## config.mk

```make
export PLATFORM = sky130hd
export DESIGN_NAME = mem_port_arbiter_flat
export DESIGN_NICKNAME = d
export VERILOG_FILES = /design/src/rtl/mem_port_arbiter_if.sv /design/src/rtl/mem_port_arbiter.sv /design/src/flat_wrapper.sv
export SDC_FILE = /design/constraint.sdc
export NUM_CORES = 1
export LEC_CHECK = 0
export BUFFER_PORTS_ARGS = -buffer_cell sky130_fd_sc_hd__buf_4
export CORE_MARGIN = 8
export CORE_UTILIZATION = 45
export DETAILED_ROUTE_END_ITERATION = 10
export MAX_ROUTING_LAYER = met4
export PLACE_DENSITY_LB_ADDON = 0.12
export SYNTH_ARGS = -nofsm -noshare
export SYNTH_HDL_FRONTEND = slang
export SYNTH_SLANG_ARGS = --single-unit
```

## constraint.sdc

```tcl
create_clock -name Clk -period 2.45 [get_ports Clk]
set_input_delay 0.49 -clock Clk [delete_from_list [all_inputs] [get_ports Clk]]
set_output_delay 0.49 -clock Clk [all_outputs]
set_load 0.01 [all_outputs]
```

## src/rtl/mem_port_arbiter_if.sv

```systemverilog
// Requester and RAM-side signal bundle for mem_port_arbiter.
// slave is the arbiter's view; master is the requesters plus the RAM.
interface mem_port_arbiter_if;
  logic        fetch_req;
  logic [8:0]  fetch_addr;
  logic        fetch_ack;
  logic        fetch_err;
  logic        data_req;
  logic        data_rw;
  logic [8:0]  data_addr;
  logic [1:0]  data_size;
  logic [31:0] data_wdata;
  logic        data_ack;
  logic        data_err;
  logic [31:0] rdata;
  logic        busy;
  logic        ram_mfa;
  logic        ram_rw;
  logic [8:0]  ram_addr;
  logic [1:0]  ram_size;
  logic [31:0] ram_din;
  logic [31:0] ram_dout;
  logic        ram_mfc;

  modport slave (
    input  fetch_req, fetch_addr, data_req, data_rw, data_addr, data_size, data_wdata,
    input  ram_dout, ram_mfc,
    output fetch_ack, fetch_err, data_ack, data_err, rdata, busy,
    output ram_mfa, ram_rw, ram_addr, ram_size, ram_din
  );

  modport master (
    output fetch_req, fetch_addr, data_req, data_rw, data_addr, data_size, data_wdata,
    output ram_dout, ram_mfc,
    input  fetch_ack, fetch_err, data_ack, data_err, rdata, busy,
    input  ram_mfa, ram_rw, ram_addr, ram_size, ram_din
  );
endinterface

```

## src/rtl/mem_port_arbiter.sv

```systemverilog
// Two-requester (fetch/data) round-robin arbiter onto a single RAM port,
// with alignment checking and a bounded wait for ram_mfc.
module mem_port_arbiter #(
  parameter int unsigned TIMEOUT = 15
) (
  input  logic              Clk,
  input  logic              reset,
  mem_port_arbiter_if.slave bus
);

  localparam int unsigned CNT_W     = 8;
  localparam int unsigned ADDR_W    = 9;
  localparam int unsigned DATA_W    = 32;
  localparam logic [1:0]  SIZE_WORD = 2'b10;

  typedef enum logic [1:0] {IDLE, BUSY, DONE} state_t;

  state_t             state;
  logic               last_gnt;   // 0 = fetch, 1 = data
  logic               cur_id;
  logic               cur_rw;
  logic [CNT_W-1:0]   cnt;

  logic               gnt_c;
  logic               gnt_id_c;
  logic               g_rw_c;
  logic [ADDR_W-1:0]  g_addr_c;
  logic [1:0]         g_size_c;
  logic [DATA_W-1:0]  g_wdata_c;
  logic               g_legal_c;

  // Pick the winner and form its (fetch-normalised) command and legality
  always_comb begin
    gnt_c    = bus.fetch_req | bus.data_req;
    gnt_id_c = (bus.fetch_req && bus.data_req) ? ~last_gnt : bus.data_req;
    if (gnt_id_c) begin
      g_rw_c    = bus.data_rw;
      g_addr_c  = bus.data_addr;
      g_size_c  = bus.data_size;
      g_wdata_c = bus.data_wdata;
    end else begin
      g_rw_c    = 1'b1;
      g_addr_c  = bus.fetch_addr;
      g_size_c  = SIZE_WORD;
      g_wdata_c = '0;
    end
    case (g_size_c)
      2'b00:   g_legal_c = 1'b1;
      2'b01:   g_legal_c = ~g_addr_c[0];
      2'b10:   g_legal_c = (g_addr_c[1:0] == 2'b00);
      default: g_legal_c = 1'b0;
    endcase
  end

  always_ff @(posedge Clk) begin
    if (reset) begin
      state         <= IDLE;
      last_gnt      <= 1'b1;
      cur_id        <= 1'b0;
      cur_rw        <= 1'b0;
      cnt           <= '0;
      bus.busy      <= 1'b0;
      bus.fetch_ack <= 1'b0;
      bus.fetch_err <= 1'b0;
      bus.data_ack  <= 1'b0;
      bus.data_err  <= 1'b0;
      bus.rdata     <= '0;
      bus.ram_mfa   <= 1'b0;
      bus.ram_rw    <= 1'b0;
      bus.ram_addr  <= '0;
      bus.ram_size  <= '0;
      bus.ram_din   <= '0;
    end else begin
      // ack/err are single-cycle pulses raised only on entry to DONE
      bus.fetch_ack <= 1'b0;
      bus.fetch_err <= 1'b0;
      bus.data_ack  <= 1'b0;
      bus.data_err  <= 1'b0;
      case (state)
        IDLE: begin
          if (gnt_c) begin
            cur_id   <= gnt_id_c;
            cur_rw   <= g_rw_c;
            cnt      <= '0;
            bus.busy <= 1'b1;
            if (g_legal_c) begin
              state        <= BUSY;
              bus.ram_mfa  <= 1'b1;
              bus.ram_rw   <= g_rw_c;
              bus.ram_addr <= g_addr_c;
              bus.ram_size <= g_size_c;
              bus.ram_din  <= g_wdata_c;
            end else begin
              state    <= DONE;
              last_gnt <= gnt_id_c;
              if (gnt_id_c) begin
                bus.data_ack <= 1'b1;
                bus.data_err <= 1'b1;
              end else begin
                bus.fetch_ack <= 1'b1;
                bus.fetch_err <= 1'b1;
              end
            end
          end
        end
        BUSY: begin
          if (bus.ram_mfc || (cnt == CNT_W'(TIMEOUT - 1))) begin
            state       <= DONE;
            bus.ram_mfa <= 1'b0;
            last_gnt    <= cur_id;
            if (bus.ram_mfc && cur_rw) bus.rdata <= bus.ram_dout;
            if (cur_id) begin
              bus.data_ack <= 1'b1;
              bus.data_err <= ~bus.ram_mfc;
            end else begin
              bus.fetch_ack <= 1'b1;
              bus.fetch_err <= ~bus.ram_mfc;
            end
          end else begin
            cnt <= cnt + CNT_W'(1);
          end
        end
        DONE: begin
          state    <= IDLE;
          bus.busy <= 1'b0;
        end
        default: begin
          state    <= IDLE;
          bus.busy <= 1'b0;
        end
      endcase
    end
  end

endmodule

```

## src/flat_wrapper.sv

```systemverilog
// flat-port wrapper written by rule: the top's interface ports become plain ports
module mem_port_arbiter_flat 
#(
  parameter int unsigned TIMEOUT = 15
)
  (Clk, reset, bus_fetch_req, bus_fetch_addr, bus_data_req, bus_data_rw, bus_data_addr, bus_data_size, bus_data_wdata, bus_ram_dout, bus_ram_mfc, bus_fetch_ack, bus_fetch_err, bus_data_ack, bus_data_err, bus_rdata, bus_busy, bus_ram_mfa, bus_ram_rw, bus_ram_addr, bus_ram_size, bus_ram_din);
  mem_port_arbiter_if bus_i ();
  input  logic Clk;
  input  logic reset;
  input wire logic [$bits(bus_i.fetch_req)-1:0] bus_fetch_req;
  input wire logic [$bits(bus_i.fetch_addr)-1:0] bus_fetch_addr;
  input wire logic [$bits(bus_i.data_req)-1:0] bus_data_req;
  input wire logic [$bits(bus_i.data_rw)-1:0] bus_data_rw;
  input wire logic [$bits(bus_i.data_addr)-1:0] bus_data_addr;
  input wire logic [$bits(bus_i.data_size)-1:0] bus_data_size;
  input wire logic [$bits(bus_i.data_wdata)-1:0] bus_data_wdata;
  input wire logic [$bits(bus_i.ram_dout)-1:0] bus_ram_dout;
  input wire logic [$bits(bus_i.ram_mfc)-1:0] bus_ram_mfc;
  output wire logic [$bits(bus_i.fetch_ack)-1:0] bus_fetch_ack;
  output wire logic [$bits(bus_i.fetch_err)-1:0] bus_fetch_err;
  output wire logic [$bits(bus_i.data_ack)-1:0] bus_data_ack;
  output wire logic [$bits(bus_i.data_err)-1:0] bus_data_err;
  output wire logic [$bits(bus_i.rdata)-1:0] bus_rdata;
  output wire logic [$bits(bus_i.busy)-1:0] bus_busy;
  output wire logic [$bits(bus_i.ram_mfa)-1:0] bus_ram_mfa;
  output wire logic [$bits(bus_i.ram_rw)-1:0] bus_ram_rw;
  output wire logic [$bits(bus_i.ram_addr)-1:0] bus_ram_addr;
  output wire logic [$bits(bus_i.ram_size)-1:0] bus_ram_size;
  output wire logic [$bits(bus_i.ram_din)-1:0] bus_ram_din;
  assign bus_i.fetch_req = bus_fetch_req;
  assign bus_i.fetch_addr = bus_fetch_addr;
  assign bus_i.data_req = bus_data_req;
  assign bus_i.data_rw = bus_data_rw;
  assign bus_i.data_addr = bus_data_addr;
  assign bus_i.data_size = bus_data_size;
  assign bus_i.data_wdata = bus_data_wdata;
  assign bus_i.ram_dout = bus_ram_dout;
  assign bus_i.ram_mfc = bus_ram_mfc;
  assign bus_fetch_ack = bus_i.fetch_ack;
  assign bus_fetch_err = bus_i.fetch_err;
  assign bus_data_ack = bus_i.data_ack;
  assign bus_data_err = bus_i.data_err;
  assign bus_rdata = bus_i.rdata;
  assign bus_busy = bus_i.busy;
  assign bus_ram_mfa = bus_i.ram_mfa;
  assign bus_ram_rw = bus_i.ram_rw;
  assign bus_ram_addr = bus_i.ram_addr;
  assign bus_ram_size = bus_i.ram_size;
  assign bus_ram_din = bus_i.ram_din;
  mem_port_arbiter #(.TIMEOUT(TIMEOUT)) u_core (.Clk(Clk), .reset(reset), .bus(bus_i));
endmodule
```

---- Word level (Yosys, flattened, before mapping) ----
Cells that the tools add are included.
cells by class
  add/subtract/negate cells ............... 1
  eq/ne operators ......................... 9
  reduce and logical (&&, ||, !) cells .... 15
  bitwise operators ....................... 5
  mux-type cells .......................... 41
operator list
  cell                                                              number
  32-bit 2-to-1 mux                                                 1
  1-bit 2-to-1 mux                                                  23
  8-bit 2-to-1 mux                                                  2
  8-bit case mux with 2 select lines                                1
  1-bit case mux with 2 select lines                                7
  9-bit 2-to-1 mux                                                  1
  3-bit AND reduction                                               3
  8-bit by 1-bit adder with 8-bit output (second input constant)    1
  8-bit by 4-bit == test with 1-bit output (second input constant)  1
  2-bit 2-to-1 mux                                                  4
  4-bit AND reduction                                               2
  2-bit zero test                                                   3
  2-bit by 1-bit != test with 1-bit output (second input constant)  3
  2-bit AND reduction                                               3
  2-bit by 1-bit == test with 1-bit output (second input constant)  2
  2-bit != test (second input constant)                             2
  1-bit inverter                                                    4
  2-bit case mux with 2 select lines                                1
  1-bit case mux with 3 select lines                                1
  2-bit == test (second input constant)                             1
  1-bit logical AND                                                 2
  2-bit nonzero test                                                1
  1-bit logical OR                                                  1
  1-bit OR                                                          1
word-level totals
  bits of input ports ..................... 90
  flip-flop bits (word level) ............. 95

---- Longest topological paths before layout ----
  depth after elaboration ................. 8
  mapped depth ............................ 7

---- Worst setup path before layout ----
Ideal clock, no wire load.
  path kind ............................... input to register
  start ................................... input port bus_ram_mfc
  end ..................................... register u_core.cnt[1]
  stages .................................. 4
  buffers on the path ..................... 0
  data arrival time ....................... 1.569 ns
  data required time ...................... 2.385 ns
  setup slack ............................. 0.816 ns
  library setup time ...................... 0.065 ns
  path through ............................ or3b_1 a31oi_4 mux2_2 nor2_1
on the way
  word-level cells in the longest chain between the ends .. 3
ends and longest elaborated chain
  element                               line                     source
  from (decl)                           flat_wrapper.sv:18       input wire logic [$bits(bus_i.ram_mfc)-1:0] bus_ram_mfc;
  1-bit logical OR                      mem_port_arbiter.sv:107  if (bus.ram_mfc || (cnt == CNT_W'(TIMEOUT - 1))) begin
  2-bit != test (no source line)        --
  3-bit AND reduction (no source line)  --
  to (signal assigned)                  mem_port_arbiter.sv:120  cnt <= cnt + CNT_W'(1);
  to (decl)                             mem_port_arbiter.sv:22   logic [CNT_W-1:0] cnt;
Every way passes these cells.
A chain may end at the register's enable or synchronous reset.

---- Final worst setup path ----
  start ................................... register u_core.state[1]
  end ..................................... register u_core.bus.ram_addr[6]
on the way
  word-level cells in the longest chain between the ends .. 2
ends and longest elaborated chain
  element                               line                       source
  from (decl)                           mem_port_arbiter.sv:18     state_t state;
  from (signal assigned)                mem_port_arbiter.sv:57     state <= IDLE;
  from (signal assigned)                mem_port_arbiter.sv:87     state <= BUSY;
  from (signal assigned)                mem_port_arbiter.sv:94     state <= DONE;
  2-bit zero test                       mem_port_arbiter.sv:79     case (state)
  3-bit AND reduction (no source line)  --
  to (signal assigned)                  mem_port_arbiter.sv:90     bus.ram_addr <= g_addr_c;
  to (decl)                             mem_port_arbiter_if.sv:29  output ram_mfa, ram_rw, ram_addr, ram_size, ram_din
Every way passes these cells.

==> metrics <==
synthesis warning total=0; Pre-antenna DRT Iters=5; Max Slew Vio Count=0; Max-slew headroom=0.574; delay-heaviest family, CP=simple AND/OR/NAND/NOR gates; Worst-Skew Late Latency=roughly 360 ps; FFs w/ async S/R, synth=0; Worst Setup Start Kind=flop; Routed WL=around 11000 µm; Area after DPL=a little over 0.005 mm²; fmax=a little under 600 MHz; simple-gate share of the synthesized area=0.239; routed via count=~3600; pre-CTS setup slack=488 ps; Mapped Cells=441; CTS resizes=0; Ant. Diodes=0; gpl congestion=around 0.79; Final Cell Area=0.00524 mm²; CP Capture Type=flop; Die Height=roughly 110 µm; kind of path behind the tightest hold check=in2reg; RR Startpoint=u_core.state[1]; XOR/XNOR Fraction of Synth Area=0.0143; clk slew on worst S/H paths=~100 ps; number of max-cap violations=0; Hold-fix buffers, CTS=0; hpwl dp=between 8000 and 9000 µm; Layout Nets=slightly below 700; Critical Path Max Stage Delay=between 300 and 400 ps; Post-synth EDFFs=0; Pleak=2.21 nW; DIE AREA=0.0113 mm²; most frequent cells after synthesis=nand2_1 (120), dfxtp_1 (95), a21oi_1 (71), nand3_1 (37), nor2_1 (30); actual slew at the worst max-slew pin=632 ps; Seq/Total Area, Yosys=0.517; Area growth, synth to finish=42.3%; Total GRT Usage=0.188; slack of the critical path=717 ps; status=completed; WL per Instance=~15 µm; Initial Util=0.455; compound-cell area share of the yosys netlist=0.176; Netlist cell types=37; Final Hold Fails=0; Buf/Inv on CP=1; critical path cell sequence=nor2_2 -> o21a_2 -> and3_2 -> buf_12 -> nor2_1 -> a311oi_2; Hold Slack=357 ps; r2r setup slk=720 ps; Area contributors post-synth=dfxtp_1 (52%), nand2_1 (12%), a21oi_1 (9.7%); met1 Use GR=0.222; pwr dens=approximately 630 mW/mm²; #FFs+latches synth=95; met3 Usage GRT=0.0532; Worst Path Max Fanout=40; core region area=0.00809 mm²; 1st-iter DRT viols=between 150 and 200; drt via density=5.05; grt met2 use=0.298; top cell type by total area after synthesis=dfxtp_1; multiplexer area fraction after synthesis=0.00306; Root Buffer Master=clkbuf_8; largest net degree at the start of global routing=48; most common cell in the netlist=nand2_1; row count=33; post-route ant nets=0; Worst EP arrival=approximately 2000 ps; initial antenna violation count=0; io pins=between 150 and 200; GRT overflow=0; DRC viols=0; clock net sink count=95; share of the synthesized area in the top cell type=0.517; Setup violations, final=0; Primary FF master, synth=dfxtp_1; crit path kind=reg2reg; Synth Area per Inst=approximately 8.3 µm²; Top Usage Layer GRT=met2; TritonCTS clock tree=yes; RSZ-0062 raised after global routing=false; H-Tree Depth=3; Synthesized Nets=roughly 530; Setup Fix Bufs, Post-CTS=0; CP max-delay cell=dfxtp_1; Synth Area in Adders=0.00680; Hold Crit Start=bus_ram_mfc; main combinational cell family by area after synthesis=simple AND/OR/NAND/NOR gates; filler cell count=about 730; clock buffer depth=2; worst path required time=between 2000 and 3000 ps; worst clock skew=between 10 and 15 ps; VDD IR-drop max=302 µV; Final period util=0.707; die width=106 µm; final worst path period need=approximately 1700 ps; CP Launch Point=u_core.state[1]; CTS Buf Count=9; Design Power=roughly 0.0033 W; Port Buf Inserts=171; vias in the first global route=roughly 3500; first-pass GRT wire length=approximately 17000 µm; Post-Syn Area=0.00368 mm²; share of cells above drive strength 1=0.354; Post-Route Setup TNS=0 ps
placed cells by master (no fill, tap or decap), types with 2 or more instances in the layout:
cell	n
xor2_1	6
clkbuf_8	10
and3_1	4
dfxtp_1	95
inv_6	2
nor3_1	4
a311oi_1	3
nor2_1	30
a311oi_2	6
inv_1	3
o21a_2	2
nand3_1	37
ha_1	2
nand2_1	120
nand4_1	4
a211oi_1	4
a21oi_1	71
o21ai_0	2
buf_4	180
per-layer routing:
metal	wire [µm]	share of wire
met1	4600	0.42
met2	5200	0.48
met3	877	0.081
met4	162	0.015
met5	0	0
power by group:
part | switching [W] | internal (W) | total (W)
Clock | 0.000551 | 0.000510 | 0.00106
Combinational | 0.000317 | 0.000275 | 0.000592
Sequential | 0.0000457 | 0.00162 | 0.00166
Total | 0.000914 | 0.00240 | 0.00332
cell type report:
type | instances | area [µm²] | area share
inverters | 3 | 11.3 | 0.00215
clock inverters | 5 | 63.8 | 0.0122
well taps | 105 | 131 | 0.0251
multi-input cells | 312 | 1620 | 0.309
repair buffers | 181 | 1370 | 0.262
flip-flops and latches | 95 | 1900 | 0.363
clock buffers | 11 | 141 | 0.0270
state kept, by name (all words and copies together), names as in the netlist, 2 cells and up:
register / count
u_core.cnt: 8
u_core.state: 2
u_core.bus.ram_addr: 9
u_core.bus.ram_size: 2
u_core.bus.ram_din: 32
u_core.bus.rdata: 32
per-stage QoR:
step / util / cells
floorplan: - / 441
global placement: 0.622 / 696
detailed placement: 0.622 / 696
CTS: 0.647 / 712
global route: 0.647 / 712
finish: 0.647 / 712
worst reg2reg max path, delay by kind of cell, from the launching register on:
kind / cells / cell delay [ps]
AND/OR/NAND/NOR: 3 / 540
AO/OA/AOI/OAI: 2 / 520
flip-flops: 1 / 390
buffers and inverters: 1 / 220
path summary, 6_finish.rpt:
kind,cells after the start,to
hold / removal,2,u_core.bus.data_err
setup reg to reg,6,u_core.bus.ram_addr[6]
setup / recovery,6,u_core.bus.ram_addr[6]
hold reg to reg,2,u_core.bus.ram_din[11]
cells by family (layout without fill, tap and decap cells):
group           Yosys count  count (layout)
compound gates           97              97
mux                       1               1
buf+inv                  34             200
flops                    95              95
xor+xnor                  6               6
fa+ha+maj                 2               2
simple gates            206             206
Note: power is estimated with default switching activity, not from simulation.
